### src/rtl/mio_pkg.sv
// Shared types and address map for the memory/IO bus controller.
package mio_pkg;

   typedef enum logic [1:0] {StIdle, StWait, StDone} state_e;

   typedef enum logic [2:0] {RGN_NONE, RGN_RAM, RGN_LED, RGN_SW, RGN_CNT} rgn_e;

   localparam logic [31:0] LED_ADDR = 32'hE000_0000;
   localparam logic [31:0] SW_ADDR  = 32'hF000_0000;
   localparam logic [31:0] CNT_ADDR = 32'hF000_0004;

endpackage

### src/rtl/mio_bus_ctrl_if.sv
// CPU-side request/response bus between the multi-cycle CPU and the bus controller.
interface mio_bus_ctrl_if;

   logic        cpu_mio;
   logic        mem_w;
   logic [31:0] addr_in;
   logic [31:0] data_from_cpu;
   logic [31:0] data_to_cpu;
   logic        mio_ready;

   modport master (
      output cpu_mio, mem_w, addr_in, data_from_cpu,
      input  data_to_cpu, mio_ready
   );

   modport slave (
      input  cpu_mio, mem_w, addr_in, data_from_cpu,
      output data_to_cpu, mio_ready
   );

endinterface

### src/rtl/mio_addr_decode.sv
// Combinational byte address to region select.
module mio_addr_decode
   import mio_pkg::*;
#(
   parameter int unsigned RAM_AW = 10
) (
   input  logic [31:0] addr_i,
   output rgn_e        rgn_o
);

   always_comb begin
      if (addr_i[31:RAM_AW+2] == '0) begin
         rgn_o = RGN_RAM;
      end else if (addr_i == LED_ADDR) begin
         rgn_o = RGN_LED;
      end else if (addr_i == SW_ADDR) begin
         rgn_o = RGN_SW;
      end else if (addr_i == CNT_ADDR) begin
         rgn_o = RGN_CNT;
      end else begin
         rgn_o = RGN_NONE;
      end
   end

endmodule

### src/rtl/mio_bus_ctrl.sv
// Memory/IO bus controller: RAM with wait states, LED register, switch port and
// free-running counter behind a level request / one-cycle ready handshake.
module mio_bus_ctrl
   import mio_pkg::*;
#(
   parameter int unsigned RAM_AW   = 10,
   parameter int unsigned RAM_WAIT = 2,
   parameter int unsigned LED_W    = 8
) (
   input  logic              clk,
   input  logic              reset,
   mio_bus_ctrl_if.slave     bus,
   output logic [RAM_AW-1:0] ram_addr,
   output logic              ram_we,
   output logic [31:0]       ram_din,
   input  logic [31:0]       ram_dout,
   input  logic [15:0]       sw_in,
   output logic [LED_W-1:0]  led_out
);

   localparam logic [3:0] WaitInit = 4'(RAM_WAIT - 1);

   state_e             state_q;
   rgn_e               rgn_q;
   rgn_e               req_rgn;
   logic               we_q;
   logic [31:0]        wdata_q;
   logic [3:0]         wait_q;
   logic               mio_ready_q;
   logic               ram_we_q;
   logic [RAM_AW-1:0]  ram_addr_q;
   logic [31:0]        ram_din_q;
   logic [LED_W-1:0]   led_q;
   logic [31:0]        cnt_q;
   logic [31:0]        rdata;

   // Region is decoded once at acceptance and held for the rest of the access.
   mio_addr_decode #(
      .RAM_AW (RAM_AW)
   ) u_decode (
      .addr_i (bus.addr_in),
      .rgn_o  (req_rgn)
   );

   always_ff @(posedge clk) begin
      if (reset) begin
         state_q     <= StIdle;
         rgn_q       <= RGN_NONE;
         we_q        <= 1'b0;
         wdata_q     <= '0;
         wait_q      <= '0;
         mio_ready_q <= 1'b0;
         ram_we_q    <= 1'b0;
         ram_addr_q  <= '0;
         ram_din_q   <= '0;
         led_q       <= '0;
         cnt_q       <= '0;
      end else begin
         cnt_q       <= cnt_q + 32'd1;
         mio_ready_q <= 1'b0;
         ram_we_q    <= 1'b0;
         unique case (state_q)
            StIdle: begin
               if (bus.cpu_mio) begin
                  rgn_q      <= req_rgn;
                  we_q       <= bus.mem_w;
                  wdata_q    <= bus.data_from_cpu;
                  ram_addr_q <= bus.addr_in[RAM_AW+1:2];
                  ram_din_q  <= bus.data_from_cpu;
                  if (req_rgn == RGN_RAM) begin
                     state_q <= StWait;
                     wait_q  <= WaitInit;
                  end else begin
                     state_q     <= StDone;
                     mio_ready_q <= 1'b1;
                  end
               end
            end
            StWait: begin
               if (!bus.cpu_mio) begin
                  state_q <= StIdle;
               end else if (wait_q == '0) begin
                  state_q     <= StDone;
                  mio_ready_q <= 1'b1;
                  ram_we_q    <= we_q;
               end else begin
                  wait_q <= wait_q - 4'd1;
               end
            end
            StDone: begin
               state_q <= StIdle;
               if (we_q && rgn_q == RGN_LED) led_q <= wdata_q[LED_W-1:0];
               // Overrides the increment above.
               if (we_q && rgn_q == RGN_CNT) cnt_q <= wdata_q;
            end
            default: state_q <= StIdle;
         endcase
      end
   end

   always_comb begin
      rdata = '0;
      if (state_q == StDone) begin
         unique case (rgn_q)
            RGN_RAM: rdata = ram_dout;
            RGN_LED: rdata = 32'(led_q);
            RGN_SW:  rdata = 32'(sw_in);
            RGN_CNT: rdata = cnt_q;
            default: rdata = '0;
         endcase
      end
   end

   assign bus.data_to_cpu = rdata;
   assign bus.mio_ready   = mio_ready_q;
   assign ram_addr        = ram_addr_q;
   assign ram_we          = ram_we_q;
   assign ram_din         = ram_din_q;
   assign led_out         = led_q;

endmodule

### src/flat_wrapper.sv
// flat-port wrapper written by rule: the top's interface ports become plain ports
module mio_bus_ctrl_flat import mio_pkg::*;
#(
   parameter int unsigned RAM_AW   = 10,
   parameter int unsigned RAM_WAIT = 2,
   parameter int unsigned LED_W    = 8
)
  (clk, reset, ram_addr, ram_we, ram_din, ram_dout, sw_in, led_out, bus_cpu_mio, bus_mem_w, bus_addr_in, bus_data_from_cpu, bus_data_to_cpu, bus_mio_ready);
  mio_bus_ctrl_if bus_i ();
  input  logic clk;
  input  logic reset;
  output logic [RAM_AW-1:0] ram_addr;
  output logic ram_we;
  output logic [31:0] ram_din;
  input  logic [31:0] ram_dout;
  input  logic [15:0] sw_in;
  output logic [LED_W-1:0] led_out;
  input wire logic [$bits(bus_i.cpu_mio)-1:0] bus_cpu_mio;
  input wire logic [$bits(bus_i.mem_w)-1:0] bus_mem_w;
  input wire logic [$bits(bus_i.addr_in)-1:0] bus_addr_in;
  input wire logic [$bits(bus_i.data_from_cpu)-1:0] bus_data_from_cpu;
  output wire logic [$bits(bus_i.data_to_cpu)-1:0] bus_data_to_cpu;
  output wire logic [$bits(bus_i.mio_ready)-1:0] bus_mio_ready;
  assign bus_i.cpu_mio = bus_cpu_mio;
  assign bus_i.mem_w = bus_mem_w;
  assign bus_i.addr_in = bus_addr_in;
  assign bus_i.data_from_cpu = bus_data_from_cpu;
  assign bus_data_to_cpu = bus_i.data_to_cpu;
  assign bus_mio_ready = bus_i.mio_ready;
  mio_bus_ctrl #(.RAM_AW(RAM_AW), .RAM_WAIT(RAM_WAIT), .LED_W(LED_W)) u_core (.clk(clk), .reset(reset), .bus(bus_i), .ram_addr(ram_addr), .ram_we(ram_we), .ram_din(ram_din), .ram_dout(ram_dout), .sw_in(sw_in), .led_out(led_out));
endmodule
### config.mk
export PLATFORM = sky130hd
export DESIGN_NAME = mio_bus_ctrl_flat
export DESIGN_NICKNAME = d
export VERILOG_FILES = /design/src/rtl/mio_pkg.sv /design/src/rtl/mio_bus_ctrl_if.sv /design/src/rtl/mio_addr_decode.sv /design/src/rtl/mio_bus_ctrl.sv /design/src/flat_wrapper.sv
export SDC_FILE = /design/constraint.sdc
export NUM_CORES = 1
export LEC_CHECK = 0
export ABC_AREA = 1
export CAP_MARGIN = 25
export CORE_MARGIN = 2
export CORE_UTILIZATION = 41
export CTS_BUF_LIST = sky130_fd_sc_hd__clkbuf_8
export DETAILED_ROUTE_END_ITERATION = 8
export PLACE_DENSITY = 0.8
export SLEW_MARGIN = 20
export SYNTH_ARGS = -nofsm -noshare
export SYNTH_HDL_FRONTEND = slang
export SYNTH_SLANG_ARGS = --single-unit
export TNS_END_PERCENT = 20
### constraint.sdc
create_clock -name clk -period 1.5 [get_ports clk]
set_clock_uncertainty 0.2 [all_clocks]
set_input_delay 0.3 -clock clk [delete_from_list [all_inputs] [get_ports clk]]
set_output_delay 0.3 -clock clk [all_outputs]
set_load 0.02 [all_outputs]
==> impl_summary.txt <==
----------------------------------------------------
[Outcome]
  Outcome ... finished, violations left
  Violated checks ... setup timing

[Cells and area]
  Diode count ... 0
  Share of the core filled with cells ... 0.733
  Final layout net count ... 1230
  Fin cells ... 1289
  Area Overhead vs Synth ... 76.3%
  Share of layout cells above drive strength 1 ... 0.339

[Synth]
  Number of different library cells in the post-synthesis netlist ... 36
  Portion of the post-synthesis area used by sequential elements ... 0.363
  Register bit total from synthesis ... 94
  Dominant cell type by area after synthesis ... dfxtp_1
  Count of mapped cells out of synthesis ... 813
  Number of nets in the synthesized netlist ... 931
  Synthesized area per cell ... 6.38 sq um
  Synth area leaders ... dfxtp_1 (36%), nand2_1 (13%), nor2_1 (10%), a21oi_1 (7.6%), o21ai_0 (6.9%)
  Post-synthesis instance area ... 5180 sq um
  Number of warning messages in the yosys log ... 0
  Area share of the leading cell type in the synthesized netlist ... 0.363

[Power and ir drop]
  Total power density per cell area ... 595 nW/um^2
  IR Drop Worst-Case VDD ... roughly 0.00056 V
  Leakage ... 3.93 nW

[Critical path]
  Startpoint of the worst register-to-register path ... u_core.rgn_q[1]
  Setup crit end kind ... output pin
  Reg2reg end ... u_core.cnt_q[30]
  Crit-path max FO ... 5
  Path type of the worst setup path ... flip-flop to output pin
  Arrival @ worst endpoint ... 1.70 ns
  Worst Path Required ... 1.00 ns
  Worst R2R Setup Slack ... -0.51 ns
  Count of cells along the worst register-to-register path ... 12
  Category of the worst setup path launch point ... flip-flop

[Floorplanning]
  Floorplan core area ... roughly 12000 sq um
  Overall die area ... 13600 sq um
  I/O pin count ... 200
  Starting utilization of the core area ... 0.416
  Die height ... 116 um
  Site Rows ... a little over 40
  Horizontal die dimension ... 116 um

[Min path]
  Class of the worst hold path ... flip-flop to flip-flop
  Instance count along the most critical hold path ... 2
  Endpoint of the worst hold path ... u_core.ram_din[22]
  Worst min-delay path startpoint ... u_core.ram_din[22]

[Place]
  Weighted congestion at the end of routability-driven global placement ... 0.964
  Number of placed instances with taps included ... 1267
  Count of port buffers added during placement ... 199
  HPWL Detailed ... 14400 um

[Clock network]
  TritonCTS buffer count ... 9
  Clock transition at the registers of the reported paths ... 0.09 ns
  Sinks on the clock net ... 94
  CTS Root Buffer Type ... clkbuf_8
  Count of H-tree levels built during CTS ... 3
  CTS tree ... built
  Insertion delay of the later-clocked pin in the worst-skew pair ... between 0.3 and 0.4 ns
  Maximum buffer depth of the clock tree ... 2

[Global route]
  Number of antenna violations at the first check in global routing ... 0
  Wire length of the first global-routing pass ... 29700 um
  Overall fraction of global-route tracks in use ... 0.279
  Via count of the first global-routing pass ... approximately 6200
  Largest net degree at the start of global routing ... between 40 and 50
  Global-route congestion overflow total ... 0

[Drt]
  Number of design rule violations left after detail routing ... 0
  Detailed router's first-iteration violation count ... 349
  Detailed-route wire length per cell ... 15.2 um
  TritonRoute pass-1 iters ... 5
  Total Wirelength ... 19600 um
  Number of vias after detailed routing ... around 6500
  Routed Antenna Nets ... 0
  Average vias per placed instance ... roughly 5.1

[STA]
  Clock period minus worst slack ... 2.20 ns
  Unrepaired setup endpoints after global routing ... true
  Setup Total Neg Slack ... -34.35 ns
  Upper clock frequency limit ... 454 MHz
  Final period utilization ... 1.47
  Endpoints failing setup ... 83
  Number of max-slew violations in the final report ... 0
  Final critical-path setup slack ... -0.703 ns
  Final hold violation count ... 0
  Worst Max-Slew Pin Slew ... 0.311 ns
  Worst slew slack as a fraction of its limit ... 0.793

[Flow run]
  MaxCap Viol Count ... 0

----------------------------------------------------
cell usage after synthesis:
cell type / number
a21oi_1: 79
a21oi_2: 1
a221oi_1: 6
a22oi_1: 4
a31oi_1: 4
a41oi_1: 3
and3_1: 2
buf_1: 3
buf_2: 7
buf_4: 4
buf_6: 4
clkbuf_1: 15
clkbuf_2: 2
clkinv_1: 1
dfxtp_1: 94
ha_1: 2
inv_1: 89
inv_2: 5
nand2_1: 185
nand2_2: 5
nand3_1: 33
nand3_2: 2
nand3b_1: 12
nand4_1: 8
nor2_1: 138
nor2_2: 4
nor2_4: 2
nor3_1: 5
nor3_4: 1
nor4_1: 1
o211ai_2: 1
o21ai_0: 71
o21ai_1: 4
or2_2: 4
xnor2_1: 4
xor2_1: 8
where the power goes:
group / total [W] / switching, W / internal (W)
clock: 0.00164 / 0.000907 / 0.000729
combinational: 0.00114 / 0.000588 / 0.000557
sequential: 0.00265 / 0.0000575 / 0.00260
total: 0.00543 / 0.00155 / 0.00388
cell type report:
class                   instances  area [sq um]
fillers                       965          3320
multi-input cells             589          3480
clock buffers                  12           165
clock inverters                 4          22.5
well taps                     172           215
flip-flops and latches         94          1910
repair buffers                323          2970
inverters                      95           387
worst max path at each step:
stage,start,to,slack [ns],cells after the start
2_1_floorplan,u_core.rgn_q[0],bus_data_to_cpu[13],-0.06,5
3_3_place_gp,ram_dout[1],bus_data_to_cpu[1],-0.68,4
3_5_place_dp,sw_in[0],bus_data_to_cpu[0],-0.76,6
4_1_cts,u_core.rgn_q[2],bus_data_to_cpu[5],-0.65,7
5_1_grt,u_core.rgn_q[0],bus_data_to_cpu[3],-0.78,8
6_report,u_core.rgn_q[0],bus_data_to_cpu[3],-0.70,8
cell usage in the layout, fill, tap and decap left out, types with 3 or more instances in the layout:
cell,synthesis,layout
buf_2,7,45
inv_2,5,4
nor3_1,5,4
nand3_1,33,20
nand3_2,2,13
buf_6,4,49
a22oi_2,0,4
a31oi_4,0,3
o21ai_1,4,19
o21ai_0,71,41
a41oi_4,0,3
a21oi_1,79,57
nand2_2,5,30
nor2_2,4,19
a221oi_4,0,3
nor2_1,138,122
o21ai_2,0,14
nand3b_1,12,12
clkbuf_8,0,12
a221oi_2,0,3
a21oi_4,0,18
dfxtp_1,94,82
a21oi_2,1,5
buf_12,0,10
nand4_1,8,8
inv_1,89,87
xor2_1,8,8
nand2_4,0,7
dfxtp_4,0,4
nor2_4,2,3
clkdlybuf4s50_1,0,114
buf_4,4,99
or2_2,4,4
inv_4,0,4
dfxtp_2,0,8
xnor2_1,4,4
nand2_1,185,153
cells by family (layout without fill, tap and decap cells):
kind of cell	Yosys count	after routing	synth area share
DFF	94	94	0.363
adders and majority gates	2	2	0.00483
AOI/OAI and AO/OA	173	173	0.179
and+or+nand+nor	402	402	0.328
buffers and inverters	130	434	0.105
xor gates and xnor gates	12	12	0.0203
stage by stage:
stage	hold slack, ns	power, W	worst slack [ns]	cell area [sq um]
after floorplan	0.235	0.00316	-0.0585	5660
after global placement	0.250	0.00387	-0.683	8640
after detailed placement	0.260	0.00389	-0.757	8640
after CTS	0.274	0.00547	-0.650	8930
after global routing	0.301	0.00566	-0.776	9140
final	0.271	0.00543	-0.703	9140
what timing repair did:
item	CTS	global route
hold buffers	0	0
pin swaps	4	13
resized for setup	432	124
setup endpoints to repair	148	143
buffers inserted	4	1
gates cloned	1	1
critical path, stage by stage, from the launching register on:
cell and delay, ns:
dfxtp_4 0.42, nand2_4 0.09, nor2_4 0.18, buf_6 0.16, nand2_1 0.08, o21ai_2 0.07, a221oi_2 0.05, nor2_2 0.11
buf_4 0.16
per-layer routing:
| metal | up-vias | track usage | routed length [um] |
|---|---|---|---|
| li1 | 3210 | - | - |
| met1 | 3003 | 0.353 | 8130 |
| met2 | 261 | 0.481 | 9630 |
| met3 | 46 | 0.0535 | 1360 |
| met4 | 0 | 0.0865 | 525 |
| met5 | - | 0 | 0 |
flip-flops by register name, indices dropped and copies added, names as in the netlist, 2 cells and up:
| name | cells |
|---|---|
| u_core.rgn_q | 3 |
| u_core.led_out | 8 |
| u_core.wait_q | 4 |
| u_core.ram_din | 32 |
| u_core.state_q | 2 |
| u_core.cnt_q | 32 |
| u_core.ram_addr | 10 |
Note: power is estimated with default switching activity, not from simulation.
